<file path="config.mk">
export PLATFORM = sky130hd
export DESIGN_NAME = sc_march_scheduler
export DESIGN_NICKNAME = d
export VERILOG_FILES = /design/src/rtl/sc_march_pkg.sv /design/src/rtl/sc_march_prescaler.sv /design/src/rtl/sc_march_scheduler.sv
export SDC_FILE = /design/constraint.sdc
export NUM_CORES = 1
export LEC_CHECK = 0
export ABC_AREA = 1
export BUFFER_PORTS_ARGS = -buffer_cell sky130_fd_sc_hd__buf_2
export CAP_MARGIN = 20
export CORE_AREA = 10 10 92 94
export CTS_CLUSTER_SIZE = 10
export DETAILED_ROUTE_END_ITERATION = 10
export DIE_AREA = 0 0 102 104
export GPL_TIMING_DRIVEN = 0
export PLACE_DENSITY = 0.79
export RECOVER_POWER = 25
export SLEW_MARGIN = 5
export SYNTH_ARGS = -nofsm -noshare
export SYNTH_HDL_FRONTEND = slang
export SYNTH_SLANG_ARGS = --single-unit
export TNS_END_PERCENT = 1
</file>
<file path="constraint.sdc">
create_clock -name SC_MARCH_CLOCK_50 -period 3.2 [get_ports SC_MARCH_CLOCK_50]
set_clock_uncertainty 0.2 [all_clocks]
set_input_delay 0.64 -clock SC_MARCH_CLOCK_50 [delete_from_list [all_inputs] [get_ports SC_MARCH_CLOCK_50]]
set_output_delay 0.64 -clock SC_MARCH_CLOCK_50 [all_outputs]
set_load 0.02 [all_outputs]
</file>
<file path="src/rtl/sc_march_pkg.sv">
// sc_march_pkg: shared definitions for the alien march scheduler.
//   march_state_e : sweep pattern states (RIGHT -> DOWN_R -> LEFT -> DOWN_L)
//   DIR_*         : encodings driven on the dir output
//   state_dir     : direction code for the pass owned by a state
//   next_sweep    : successor state in the sweep pattern
package sc_march_pkg;

  typedef enum logic [1:0] {
    ST_RIGHT  = 2'd0,
    ST_DOWN_R = 2'd1,
    ST_LEFT   = 2'd2,
    ST_DOWN_L = 2'd3
  } march_state_e;

  localparam logic [1:0] DIR_RIGHT = 2'b01;
  localparam logic [1:0] DIR_LEFT  = 2'b10;
  localparam logic [1:0] DIR_DOWN  = 2'b00;

  function automatic logic [1:0] state_dir(input march_state_e s);
    case (s)
      ST_RIGHT: state_dir = DIR_RIGHT;
      ST_LEFT:  state_dir = DIR_LEFT;
      default:  state_dir = DIR_DOWN;
    endcase
  endfunction

  function automatic march_state_e next_sweep(input march_state_e s);
    case (s)
      ST_RIGHT:  next_sweep = ST_DOWN_R;
      ST_DOWN_R: next_sweep = ST_LEFT;
      ST_LEFT:   next_sweep = ST_DOWN_L;
      default:   next_sweep = ST_RIGHT;
    endcase
  endfunction

endpackage

</file>
<file path="src/rtl/sc_march_prescaler.sv">
// sc_march_prescaler: march tick generator.
//   Down-counter that reloads period-1 at zero and raises tick_o for that
//   cycle, so ticks are `period` cycles apart. Counting only while run_i.
//   Each kill shortens the period by SPEEDUP, saturating at MIN_PERIOD; the
//   new period is picked up at the next reload.
// Ports:
//   clk_i     system clock
//   rst_ni    async reset, active low
//   run_i     1 = count, 0 = hold
//   clear_i   sync restart to wave-start values (wins over kill and tick)
//   kill_i    1-cycle speed-up request
//   tick_o    combinational tick (counter at zero while running)
//   period_o  current tick period
module sc_march_prescaler #(
  parameter int             PW          = 20,
  parameter logic [PW-1:0]  BASE_PERIOD = PW'(500000),
  parameter logic [PW-1:0]  SPEEDUP     = PW'(20000),
  parameter logic [PW-1:0]  MIN_PERIOD  = PW'(100000)
) (
  input  logic          clk_i,
  input  logic          rst_ni,
  input  logic          run_i,
  input  logic          clear_i,
  input  logic          kill_i,
  output logic          tick_o,
  output logic [PW-1:0] period_o
);

  logic [PW-1:0] cnt_q, cnt_d;
  logic [PW-1:0] period_q, period_d;
  logic [PW-1:0] period_fast;

  // Saturating decrement; the first term guards against wrap below zero.
  always_comb begin
    if ((period_q >= SPEEDUP) && ((period_q - SPEEDUP) > MIN_PERIOD))
      period_fast = period_q - SPEEDUP;
    else
      period_fast = MIN_PERIOD;
  end

  always_comb begin
    tick_o   = 1'b0;
    cnt_d    = cnt_q;
    period_d = period_q;
    if (clear_i) begin
      cnt_d    = BASE_PERIOD - PW'(1);
      period_d = BASE_PERIOD;
    end else begin
      if (run_i) begin
        if (cnt_q == '0) begin
          tick_o = 1'b1;
          // period_q is still the old value here, so a same-cycle kill
          // only affects the following reload.
          cnt_d  = period_q - PW'(1);
        end else begin
          cnt_d  = cnt_q - PW'(1);
        end
      end
      if (kill_i)
        period_d = period_fast;
    end
  end

  always_ff @(posedge clk_i or negedge rst_ni) begin
    if (!rst_ni) begin
      cnt_q    <= BASE_PERIOD - PW'(1);
      period_q <= BASE_PERIOD;
    end else begin
      cnt_q    <= cnt_d;
      period_q <= period_d;
    end
  end

  assign period_o = period_q;

endmodule

</file>
<file path="src/rtl/sc_march_scheduler.sv">
// sc_march_scheduler: alien-formation march sequencer.
//   Each prescaler tick strobes one alive row, round-robin in ascending row
//   order. A pass ends when no alive row remains at/above the row pointer;
//   the same tick then starts the next pass at the lowest alive row.
//   Completed passes drive the sweep FSM:
//
//   state     | meaning
//   ----------+-----------------------------------------------------------
//   ST_RIGHT  | STEPS passes moving right (dir 01)
//   ST_DOWN_R | one pass moving down after the right sweep (dir 00)
//   ST_LEFT   | STEPS passes moving left (dir 10)
//   ST_DOWN_L | one pass moving down after the left sweep (dir 00)
//
// Ports:
//   SC_MARCH_CLOCK_50       system clock
//   SC_MARCH_RESET_InLow    async reset, active low
//   SC_MARCH_run_InLow      0 = march, 1 = freeze
//   SC_MARCH_clear_InLow    sync new-wave restart, active low
//   SC_MARCH_kill_InLow     alien destroyed, active-low 1-cycle pulse
//   SC_MARCH_rowAlive_In    per-row live flags
//   SC_MARCH_rowStep_Out    one-hot row step strobe
//   SC_MARCH_dir_Out        01 right, 10 left, 00 down
//   SC_MARCH_sweepDone_Out  pulse with the last strobe of a down pass
//   SC_MARCH_period_Out     current tick period
module sc_march_scheduler
  import sc_march_pkg::*;
#(
  parameter int             ROWS        = 5,
  parameter int             PW          = 20,
  parameter logic [PW-1:0]  BASE_PERIOD = PW'(500000),
  parameter logic [PW-1:0]  SPEEDUP     = PW'(20000),
  parameter logic [PW-1:0]  MIN_PERIOD  = PW'(100000),
  parameter int             STEPS       = 5
) (
  input  logic            SC_MARCH_CLOCK_50,
  input  logic            SC_MARCH_RESET_InLow,
  input  logic            SC_MARCH_run_InLow,
  input  logic            SC_MARCH_clear_InLow,
  input  logic            SC_MARCH_kill_InLow,
  input  logic [ROWS-1:0] SC_MARCH_rowAlive_In,
  output logic [ROWS-1:0] SC_MARCH_rowStep_Out,
  output logic [1:0]      SC_MARCH_dir_Out,
  output logic            SC_MARCH_sweepDone_Out,
  output logic [PW-1:0]   SC_MARCH_period_Out
);

  // Pointer must be able to hold ROWS (one past the top row).
  localparam int PTRW = $clog2(ROWS + 1);
  localparam int SW   = $clog2(STEPS + 1);

  march_state_e    state_q, state_d, pass_st;
  logic [SW-1:0]   step_q, step_d, step_inc;
  logic [PTRW-1:0] ptr_q, ptr_d, sel;
  logic [ROWS-1:0] row_step_q, row_step_d;
  logic [1:0]      dir_q, dir_d;
  logic            sweep_q, sweep_d;
  logic [ROWS-1:0] ahead;
  logic            tick;
  logic            clear;

  assign clear = ~SC_MARCH_clear_InLow;

  sc_march_prescaler #(
    .PW          (PW),
    .BASE_PERIOD (BASE_PERIOD),
    .SPEEDUP     (SPEEDUP),
    .MIN_PERIOD  (MIN_PERIOD)
  ) u_prescaler (
    .clk_i    (SC_MARCH_CLOCK_50),
    .rst_ni   (SC_MARCH_RESET_InLow),
    .run_i    (~SC_MARCH_run_InLow),
    .clear_i  (clear),
    .kill_i   (~SC_MARCH_kill_InLow),
    .tick_o   (tick),
    .period_o (SC_MARCH_period_Out)
  );

  function automatic logic [PTRW-1:0] lowest_row(input logic [ROWS-1:0] m);
    lowest_row = '0;
    for (int r = ROWS - 1; r >= 0; r--)
      if (m[r]) lowest_row = PTRW'(r);
  endfunction

  function automatic logic any_above(input logic [ROWS-1:0] m,
                                     input logic [PTRW-1:0] s);
    any_above = 1'b0;
    for (int r = 0; r < ROWS; r++)
      if (m[r] && (PTRW'(r) > s)) any_above = 1'b1;
  endfunction

  always_comb begin
    ahead = '0;
    for (int r = 0; r < ROWS; r++)
      ahead[r] = SC_MARCH_rowAlive_In[r] && (PTRW'(r) >= ptr_q);
  end

  always_comb begin
    state_d    = state_q;
    step_d     = step_q;
    ptr_d      = ptr_q;
    row_step_d = '0;
    dir_d      = dir_q;
    sweep_d    = 1'b0;
    pass_st    = state_q;
    sel        = '0;
    step_inc   = step_q + SW'(1);

    if (clear) begin
      state_d = ST_RIGHT;
      step_d  = '0;
      ptr_d   = '0;
      dir_d   = DIR_RIGHT;
    end else if (tick && (|SC_MARCH_rowAlive_In)) begin
      if (|ahead) begin
        sel = lowest_row(ahead);
      end else begin
        // Pass complete: advance the sweep and serve the new pass now.
        if ((state_q == ST_DOWN_R) || (state_q == ST_DOWN_L) ||
            (step_inc == SW'(STEPS))) begin
          pass_st = next_sweep(state_q);
          step_d  = '0;
        end else begin
          step_d  = step_inc;
        end
        sel = lowest_row(SC_MARCH_rowAlive_In);
      end
      state_d    = pass_st;
      row_step_d = ROWS'(1) << sel;
      ptr_d      = sel + PTRW'(1);
      dir_d      = state_dir(pass_st);
      // Flag the sweep end on the strobe that leaves no alive row above it.
      sweep_d    = ((pass_st == ST_DOWN_R) || (pass_st == ST_DOWN_L)) &&
                   !any_above(SC_MARCH_rowAlive_In, sel);
    end
  end

  always_ff @(posedge SC_MARCH_CLOCK_50 or negedge SC_MARCH_RESET_InLow) begin
    if (!SC_MARCH_RESET_InLow) begin
      state_q    <= ST_RIGHT;
      step_q     <= '0;
      ptr_q      <= '0;
      row_step_q <= '0;
      dir_q      <= DIR_RIGHT;
      sweep_q    <= 1'b0;
    end else begin
      state_q    <= state_d;
      step_q     <= step_d;
      ptr_q      <= ptr_d;
      row_step_q <= row_step_d;
      dir_q      <= dir_d;
      sweep_q    <= sweep_d;
    end
  end

  assign SC_MARCH_rowStep_Out   = row_step_q;
  assign SC_MARCH_dir_Out       = dir_q;
  assign SC_MARCH_sweepDone_Out = sweep_q;

endmodule

</file>
==> qor.txt <==
Fraction of layout cells with a size suffix above 1 = 20.17%
Tightest Pin Transition = 1.066 ns
Met2 routed WL = 4.506 mm
Vias in the first global route = 3416
Htree depth = 2
CTS Buf Count = 5
Area of the multi-input gates = 2127 um2
Most frequent cells in the layout = 133 x nand2_1, 80 x inv_1, 55 x nor2_1, 40 x nand3_1, 32 x dfrtp_1
VDD IR max = 216.9 uV
WL final = 9.351 mm
Critical path buffers and inverters = 2
Post-cts resize count = 0
Crit-path slowest cell = dfrtp_1
Gr usage total = 17.85%
CTS Sinks = 51
Via density = 5.307
Ant diodes = 0
Crit path arrival time = 2.46 ns
CP max FO = 5
Post-Syn Area = 3860 um2
M1 WL = 4.229 mm
CP Capture Type = flop
Setup bufs post-CTS = 0
Warnings from Yosys = 0
Largest net degree at the start of global routing = 34
Maximum buffer depth of the clock tree = 2
Final Hold Viols = 0
Critical Path Start Type = flop
Initial Utilization = 57.77%
Post-Synthesis Cells = 542
IO Port Bufs = 30
Data required, critical path = 3.19 ns
Drt pass-1 iters = 5
Setup CP Type = flop to flop
Synth cell types = 39
Seq/Total Area, Yosys = 33.68%
Status = complete, no violations
Reg area = 1300 um2
First-pass GRT wire length = 15.66 mm
Setup TNS = 0 ns
Fin worst setup slack = 0.7298 ns
Met3 WL post-DR = 448 um
Mean Syn Cell Area = 7.122 um2
Worst skew pair latency = 0.32 ns
Leakage = 2.214 nW
Final Setup Violations = 0
CP peak stage delay = 0.36 ns
Fmax = 404.8 MHz
Via count = 3529
Cts hold-fix bufs = 0
Core ar. = 6681 um2
Asr flop ratio synth = 100.0%
Total die area = 10610 um2
Clk slew on worst S/H paths = 0.10 ns
Post-place setup slack = 0.5055 ns
Area growth from synthesis to layout = 10.41%
Seq cells post-synth = 51
Worst-path cell chain = inv_1 -> o21ai_1 -> a21oi_1 -> nor2_1 -> nand2_1 -> o21ai_2 -> inv_1 -> ha_1 -> nand2_1 -> a21oi_1 -> o21ai_0 -> a21oi_1
Cell Rows = 30
Commonest non-fill, non-tap cell in the layout = nand2_1
Post-synth EDFFs = 0
Crit path top cell by count = a21oi_1
Max Transition Viols Final = 0
CTS root buf = clkbuf_8
Layout net count = 609
RSZ-0062 raised after global routing = false
Max-slew headroom = 28.94%
Max Cap Violations = 0
Final min period = 2.470 ns
DR iter-0 viols = 220
Remaining Overflow, GRT = 0
Path type of the worst min-delay path = input port to asynchronous set/reset pin
Tcrit/Tclk final = 77.20%
Io pins = 38
Die width = 102 um
Pwr dens = 397.0 nW/um2
Total Power = 1.692 mW
Post-DRT Antenna Nets = 0
Detailed placement HPWL = 7.326 mm
Avg WL per Cell = 14.06 um
DR top layer = met4
Top_reg_cell synth = dfrtp_1
Fillcell total = 628
Chip height = 104 um
Largest delay contributor family on the critical path = compound AO/OA/AOI/OAI gates
Fin util = 63.78%
TritonCTS clock tree = yes
Gpl congestion = 0.9024
Initial antenna violation count = 0
DRC Markers = 0
-- stage by stage --
step                area, um2  instances  hold WS [ns]
finish                   4262        665        0.2833
global route             4262        665        0.3400
CTS                      4263        665       0.07265
detailed placement       4145        657        0.3084
global placement         4125        656        0.2929
floorplan                3875        546        0.1444
-- path summary, 6_finish.rpt --
kind / startpoint / to / slack, ns / cells after the start
max: ptr_q[1] / SC_MARCH_sweepDone_Out / 0.73 / 12
min: SC_MARCH_RESET_InLow / u_prescaler.period_o[11] / 0.28 / 1
max reg2reg: ptr_q[1] / SC_MARCH_sweepDone_Out / 0.73 / 12
min reg2reg: u_prescaler.period_o[5] / u_prescaler.period_o[5] / 0.32 / 2
max in group asynchronous: SC_MARCH_RESET_InLow / u_prescaler.cnt_q[3] / 1.72 / 2
min in group SC_MARCH_CLOCK_50: u_prescaler.period_o[5] / u_prescaler.period_o[5] / 0.32 / 2
-- metal layers --
| layer | vias up | track usage, % |
|---|---|---|
| met5 | - | 0 |
| li1 | 1805 | - |
| met3 | 17 | 3.455 |
| met1 | 1617 | 23.15 |
| met4 | 0 | 5.343 |
| met2 | 90 | 28.95 |
-- state kept, by name, summed over array words and instances, names as in the netlist --
register,cells
SC_MARCH_dir_Out,2
u_prescaler.cnt_q,20
ptr_q,3
SC_MARCH_sweepDone_Out,1
u_prescaler.period_o,15
step_q,3
state_q,2
SC_MARCH_rowStep_Out,5
-- cell families (layout without fill, tap and decap cells) --
logic type / after synthesis / after routing / share of synthesized area (%)
AOI/OAI and AO/OA: 63 / 63 / 9.400
xor gates and xnor gates: 11 / 11 / 2.496
adders and majority gates: 15 / 15 / 4.862
buffers and inverters: 105 / 144 / 11.60
DFF: 51 / 51 / 33.68
other: 1 / 5 / 0.09715
and+or+nand+nor: 296 / 296 / 37.86
-- cell type report --
class                           count  area share, %
Multi-Input combinational cell    390          49.91
Sequential cell                    51          30.51
Inverter                           87          7.663
Timing Repair Buffer               31          3.964
Buffer                             18          2.848
Tap cell                           80          2.349
Clock buffer                        6          1.938
Clock inverter                      2         0.8221
-- synth_stat cells, drive strengths merged, types with 6 or more instances --
cell	number	area, um2
o21ai	27	138.9
nand3	50	315.3
a21oi	19	98.85
inv	87	326.6
clkbuf	6	22.52
nand2	142	565.5
nor2	70	352.8
dfstp	19	499.2
dfrtp	32	800.8
ha	15	187.7
o22ai	8	50.05
nand4	26	177.7
buf	12	98.84
xor2	10	87.58
-- worst reg2reg max path, cell delays in order (launching register included) --
cell and delay (ns):
dfrtp_1 0.36, inv_1 0.07, o21ai_1 0.16, a21oi_1 0.12
nor2_1 0.14, nand2_1 0.17, o21ai_2 0.29, inv_1 0.12
ha_1 0.22, nand2_1 0.09, a21oi_1 0.07, o21ai_0 0.23
a21oi_1 0.11
-- power by group --
| group | total (mW) | internal, mW | switching, mW |
|---|---|---|---|
| sequential | 0.769 | 0.710 | 0.0590 |
| combinational | 0.448 | 0.150 | 0.298 |
| clock | 0.475 | 0.253 | 0.222 |
| total | 1.69 | 1.11 | 0.578 |
Power figures use the tool's default switching activity.
